[config.mk]
export PLATFORM = sky130hd
export DESIGN_NAME = layer_scheduler
export DESIGN_NICKNAME = d
export VERILOG_FILES = /design/src/rtl/nn_ctrl_pkg.sv /design/src/rtl/idx_counter.sv /design/src/rtl/layer_scheduler.sv
export SDC_FILE = /design/constraint.sdc
export NUM_CORES = 1
export LEC_CHECK = 0
export BUFFER_PORTS_ARGS = -buffer_cell sky130_fd_sc_hd__buf_4
export CAP_MARGIN = 20
export CORE_ASPECT_RATIO = 1.4
export CORE_MARGIN = 10
export CORE_UTILIZATION = 25
export CTS_CLUSTER_DIAMETER = 120
export DETAILED_ROUTE_END_ITERATION = 16
export PLACE_DENSITY_LB_ADDON = 0.08
export SYNTH_ARGS = -nofsm -noshare
export SYNTH_HDL_FRONTEND = slang
export SYNTH_SLANG_ARGS = --single-unit
[constraint.sdc]
create_clock -name clk -period 6.9 [get_ports clk]
set_input_delay 1.035 -clock clk [delete_from_list [all_inputs] [get_ports clk]]
set_output_delay 1.035 -clock clk [all_outputs]
set_load 0.02 [all_outputs]
[src/rtl/nn_ctrl_pkg.sv]
// Shared definitions for the neural-layer control path: state encoding and sizing constants.
package nn_ctrl_pkg;

  localparam int unsigned IDX_W_DEF   = 8;
  localparam int unsigned ALU_LAT_MAX = 15;
  localparam int unsigned LAT_W       = 4;

  typedef enum logic [2:0] {
    S_IDLE  = 3'd0,
    S_CLEAR = 3'd1,
    S_ACCUM = 3'd2,
    S_DRAIN = 3'd3,
    S_STORE = 3'd4,
    S_DONE  = 3'd5
  } state_t;

endpackage

[src/rtl/idx_counter.sv]
// Index counter with clear, enable and terminal-count compare; it stops at last_i
// rather than wrapping, so an all-ones count never overflows.
module idx_counter
  import nn_ctrl_pkg::*;
#(
  parameter int unsigned W = IDX_W_DEF
) (
  input  logic         clk,
  input  logic         reset,
  input  logic         clr_i,
  input  logic         en_i,
  input  logic [W-1:0] last_i,
  output logic [W-1:0] idx_o,
  output logic         tc_o
);

  logic [W-1:0] idx_q, idx_d;

  assign tc_o  = (idx_q == last_i);
  assign idx_o = idx_q;

  always_comb begin
    idx_d = idx_q;
    if (clr_i) begin
      idx_d = '0;
    end else if (en_i && !tc_o) begin
      idx_d = idx_q + W'(1);
    end
  end

  always_ff @(posedge clk) begin
    if (reset) begin
      idx_q <= '0;
    end else begin
      idx_q <= idx_d;
    end
  end

endmodule

[src/rtl/layer_scheduler.sv]
// Sequences one layer pass: per neuron clear, accumulate inputs, drain the ALU pipe,
// store the result; outputs are decodes of the registered state and index counters.
module layer_scheduler
  import nn_ctrl_pkg::*;
#(
  parameter int unsigned IDX_W   = IDX_W_DEF,
  parameter int unsigned ALU_LAT = 1
) (
  input  logic             clk,
  input  logic             reset,
  input  logic             start,
  input  logic             abort,
  input  logic             hold,
  input  logic [IDX_W-1:0] n_neurons,
  input  logic [IDX_W-1:0] n_inputs,
  output logic             ag_rst,
  output logic             ag_read,
  output logic             alu_rst,
  output logic             result_we,
  output logic [IDX_W-1:0] neuron_idx,
  output logic [IDX_W-1:0] input_idx,
  output logic             busy,
  output logic             done
);

  localparam int unsigned LAT_CL = (ALU_LAT > ALU_LAT_MAX) ? ALU_LAT_MAX : ALU_LAT;
  localparam logic [LAT_W-1:0] LAT_LAST = LAT_W'((LAT_CL == 0) ? 0 : LAT_CL - 1);
  // With no ALU latency the drain phase disappears and accumulation goes straight to store.
  localparam state_t POST_ACCUM = (LAT_CL == 0) ? S_STORE : S_DRAIN;

  state_t           state_q, state_d;
  logic [IDX_W-1:0] n_neurons_q, n_neurons_d;
  logic [IDX_W-1:0] n_inputs_q, n_inputs_d;
  logic [LAT_W-1:0] lat_q, lat_d;

  logic n_clr, n_en, n_tc;
  logic i_clr, i_en, i_tc;

  idx_counter #(.W(IDX_W)) u_neuron_cnt (
    .clk    (clk),
    .reset  (reset),
    .clr_i  (n_clr),
    .en_i   (n_en),
    .last_i (n_neurons_q - IDX_W'(1)),
    .idx_o  (neuron_idx),
    .tc_o   (n_tc)
  );

  idx_counter #(.W(IDX_W)) u_input_cnt (
    .clk    (clk),
    .reset  (reset),
    .clr_i  (i_clr),
    .en_i   (i_en),
    .last_i (n_inputs_q - IDX_W'(1)),
    .idx_o  (input_idx),
    .tc_o   (i_tc)
  );

  always_ff @(posedge clk) begin
    if (reset) begin
      state_q     <= S_IDLE;
      n_neurons_q <= '0;
      n_inputs_q  <= '0;
      lat_q       <= '0;
    end else begin
      state_q     <= state_d;
      n_neurons_q <= n_neurons_d;
      n_inputs_q  <= n_inputs_d;
      lat_q       <= lat_d;
    end
  end

  always_comb begin
    state_d     = state_q;
    n_neurons_d = n_neurons_q;
    n_inputs_d  = n_inputs_q;
    lat_d       = '0;
    n_clr       = 1'b0;
    n_en        = 1'b0;
    i_en        = 1'b0;

    unique case (state_q)
      S_IDLE: begin
        if (start) begin
          n_neurons_d = n_neurons;
          n_inputs_d  = n_inputs;
          n_clr       = 1'b1;
          state_d     = (n_neurons == '0) ? S_DONE : S_CLEAR;
        end
      end
      S_CLEAR: begin
        state_d = (n_inputs_q == '0) ? POST_ACCUM : S_ACCUM;
      end
      S_ACCUM: begin
        if (!hold) begin
          if (i_tc) begin
            state_d = POST_ACCUM;
          end else begin
            i_en = 1'b1;
          end
        end
      end
      S_DRAIN: begin
        if (lat_q == LAT_LAST) begin
          state_d = S_STORE;
        end else begin
          lat_d = lat_q + LAT_W'(1);
        end
      end
      S_STORE: begin
        if (n_tc) begin
          state_d = S_DONE;
        end else begin
          n_en    = 1'b1;
          state_d = S_CLEAR;
        end
      end
      S_DONE: begin
        state_d = S_IDLE;
      end
      default: begin
        state_d = S_IDLE;
      end
    endcase

    // Abort drops the pass without advancing either index.
    if (abort && (state_q != S_IDLE)) begin
      state_d = S_IDLE;
      n_en    = 1'b0;
      i_en    = 1'b0;
    end

    i_clr = (state_d == S_CLEAR);
  end

  assign ag_rst    = reset || (state_q == S_IDLE) || (state_q == S_CLEAR);
  assign alu_rst   = reset || (state_q == S_IDLE) || (state_q == S_CLEAR);
  assign ag_read   = !reset && (state_q == S_ACCUM) && !hold;
  assign result_we = !reset && (state_q == S_STORE);
  assign busy      = !reset && (state_q != S_IDLE);
  assign done      = !reset && (state_q == S_DONE);

endmodule

==> impl_results.md <==
* Status: complete, no violations
* Ports at 43
* Synth Area in Compound Gates at 0.216
* Top_reg_cell synth: dfxtp_1
* Hold crit path type: register to register
* Tcrit/Tclk final at 0.415
* Post-DP Area at 2740 sq um
* Initial antenna violation count at 0
* 1st-pass router iterations at 4
* Global placer's final weighted congestion at 0.805
* Post-synthesis mux area share at 0.00848
* CP required at 5860 ps
* Register area share after synthesis at 0.331
* Fillcell total at 1021
* Synth Area in Adders at 0.0318
* Core area at 9130 sq um
* Unrepaired setup endpoints after global routing: false
* Crit. End Element: output port
* Fin Clk Skew at 6.33 ps
* Synth top area cells: dfxtp_1, nand2_1, a21oi_1
* Setup CP Type: input port to output port
* Setup_tns at 0 ps
* First-pass GRT wire length at 10900 um
* Synth top cells by count: nand2_1, dfxtp_1, a21oi_1, nor2_1, o21ai_0
* EDFF count, synth at 0
* Post-synthesis async set-or-reset flop share at 0
* CTS sink cnt at 39
* Multi-input gate area at 1480 sq um
* Final hold vios at 0
* Synthesis-stage register bit count at 39
* 1st-iter DRT viols at 62
* DR vias/cell at 4.99
* GRT Util Overall at 0.0976
* H-tree depth at 2
* Syn_area_per_cell at 7.84 sq um
* Site Rows at 41
* Total power at 564 uW
* Top-count cell post-synth: nand2_1
* Routed WL per cell at 15.3 um
* Power per cell area at 195 nW/um^2
* Post-synthesis net count at 328
* Max_slew headroom at 0.392
* Post-route ant nets at 0
* Slew @ Worst Pin at 911 ps
* Final instance area at 2890 sq um
* Die height at 135 um
* YS warnings at 0
* Synth area leader: dfxtp_1
* Syn Std Cell Area at 2360 sq um
* Worst skew pair latency at 280 ps
* IO buf count at 42
* Final #Nets at 363
* Synth top area share at 0.331
* Clk Tree Root Cell: clkbuf_16
* Detailed Route WL at 6780 um
* ANT cells at 0
* Slew Limit Fails at 0
* PostCTS Resize Cnt at 0
* Die Area at 13800 sq um
* WP data arrival at 1830 ps
* Worst Hold Depth at 1
* Post-DP HPWL at 5260 um
* Post-CTS Setup Inserts at 0
* CTS tree: yes
* Share of post-route cells with drive strength above 1 at 0.190
* Mapped Cells at 301
* Largest family of logic cells by synthesized area: simple AND/OR/NAND/NOR gates
* DR vias at 2217
* Clock slew at reported path FFs at 60 ps
* Crit start category: input port
* Max Root-Sink Buffers at 2
* Die width at 102 um
* Xor/xnor share of the synthesized area at 0.0668
* Area Growth Syn to Fin at 22.4%
* CTS Buf Count at 5
* Worst r2r path cells at 8
* # hold bufs at CTS at 0
* CP Max Fanout at 25
* Global route total overflow at 0
* Synth cell types at 54
* Leakage at 0.00106 uW
* Starting density of the core at 0.258
* Pin count of the biggest net entering global routing at 26
* DRC Markers at 0
* Simple-Gate Fraction of Synth Area at 0.302
* Max-cap check violation count at 0
* Peak supply drop at 0.0000825 V
* Sequential cell area at 781 sq um
* Tmin final at 2860 ps
* Fmax at 349 MHz
* Vias in the first global route at 2188
* Endpoints failing setup at 0
[metrics by stage]
stage                     setup WS (ps)  hold slack [ps]  std cells   util
after floorplan                    3910              430        301      -
after global placement             4010              449        436  0.300
after detailed placement           3990              455        436  0.300
after CTS                          4000              470        444  0.316
after global routing               3830              507        444  0.316
final                              4040              464        444  0.316
[sequential cells by signal (all words and copies together) (netlist names)]
register	flops
state_q	3
u_input_cnt.idx_o	8
lat_q	4
n_inputs_q	8
n_neurons_q	8
u_neuron_cnt.idx_o	8
[layout make-up]
cell class	count	share of cell area
tap	107	0.0463
clock buffer	5	0.0433
multi-input combinational	238	0.511
clock inverter	3	0.00693
sequential	39	0.270
timing repair buffer	42	0.109
inverter	10	0.0130
[power breakdown]
| part | leakage (uW) | switching, uW | internal (uW) |
|---|---|---|---|
| clock | 0.0000658 | 94.9 | 133 |
| sequential | 0.000317 | 13.6 | 233 |
| combinational | 0.000678 | 50.7 | 38.4 |
[routing by layer]
| metal | global-route usage | vias to the layer above | part of all wire |
|---|---|---|---|
| met4 | 0.0259 | 0 | 0.010 |
| met2 | 0.176 | 35 | 0.51 |
| met5 | 0 | - | 0 |
| met1 | 0.109 | 1032 | 0.44 |
| li1 | - | 1146 | - |
| met3 | 0.0255 | 4 | 0.045 |
[path summary, 6_finish.rpt]
kind	startpoint	endpoint	slack, ps
worst max-delay path	reset	alu_rst	4040
worst min-delay path	lat_q[0]	lat_q[0]	460
worst max register to register	n_inputs_q[0]	u_input_cnt.idx_o[1]	4140
worst min register to register	lat_q[0]	lat_q[0]	460
[cell families (layout without fill, tap and decap cells)]
group,Yosys count,in the layout
flops,39,39
simple gates,137,137
fa+ha+maj,6,6
buf+inv,24,60
mux,2,2
xor+xnor,18,18
compound gates,75,75
[cell usage in the layout, fill, tap and decap left out, types with 3 or more instances in the layout]
master,instances
a21oi_1,34
or3_1,13
nand2_1,51
xnor2_1,9
dfxtp_1,39
buf_4,42
inv_1,10
or4_1,3
ha_1,6
nor3_1,8
clkbuf_16,5
nor2_1,21
nor4_1,4
and3_1,3
a211oi_1,3
nand3_1,9
xor2_1,9
o21ai_0,15
nand2b_1,4
nand4_1,3
o31ai_1,3
and2_1,3
[critical path, stage by stage]
cell	delay, ps
buf_4	260
inv_1	170
o21ai_0	150
buf_4	200
(Power assumes the default switching activity.)
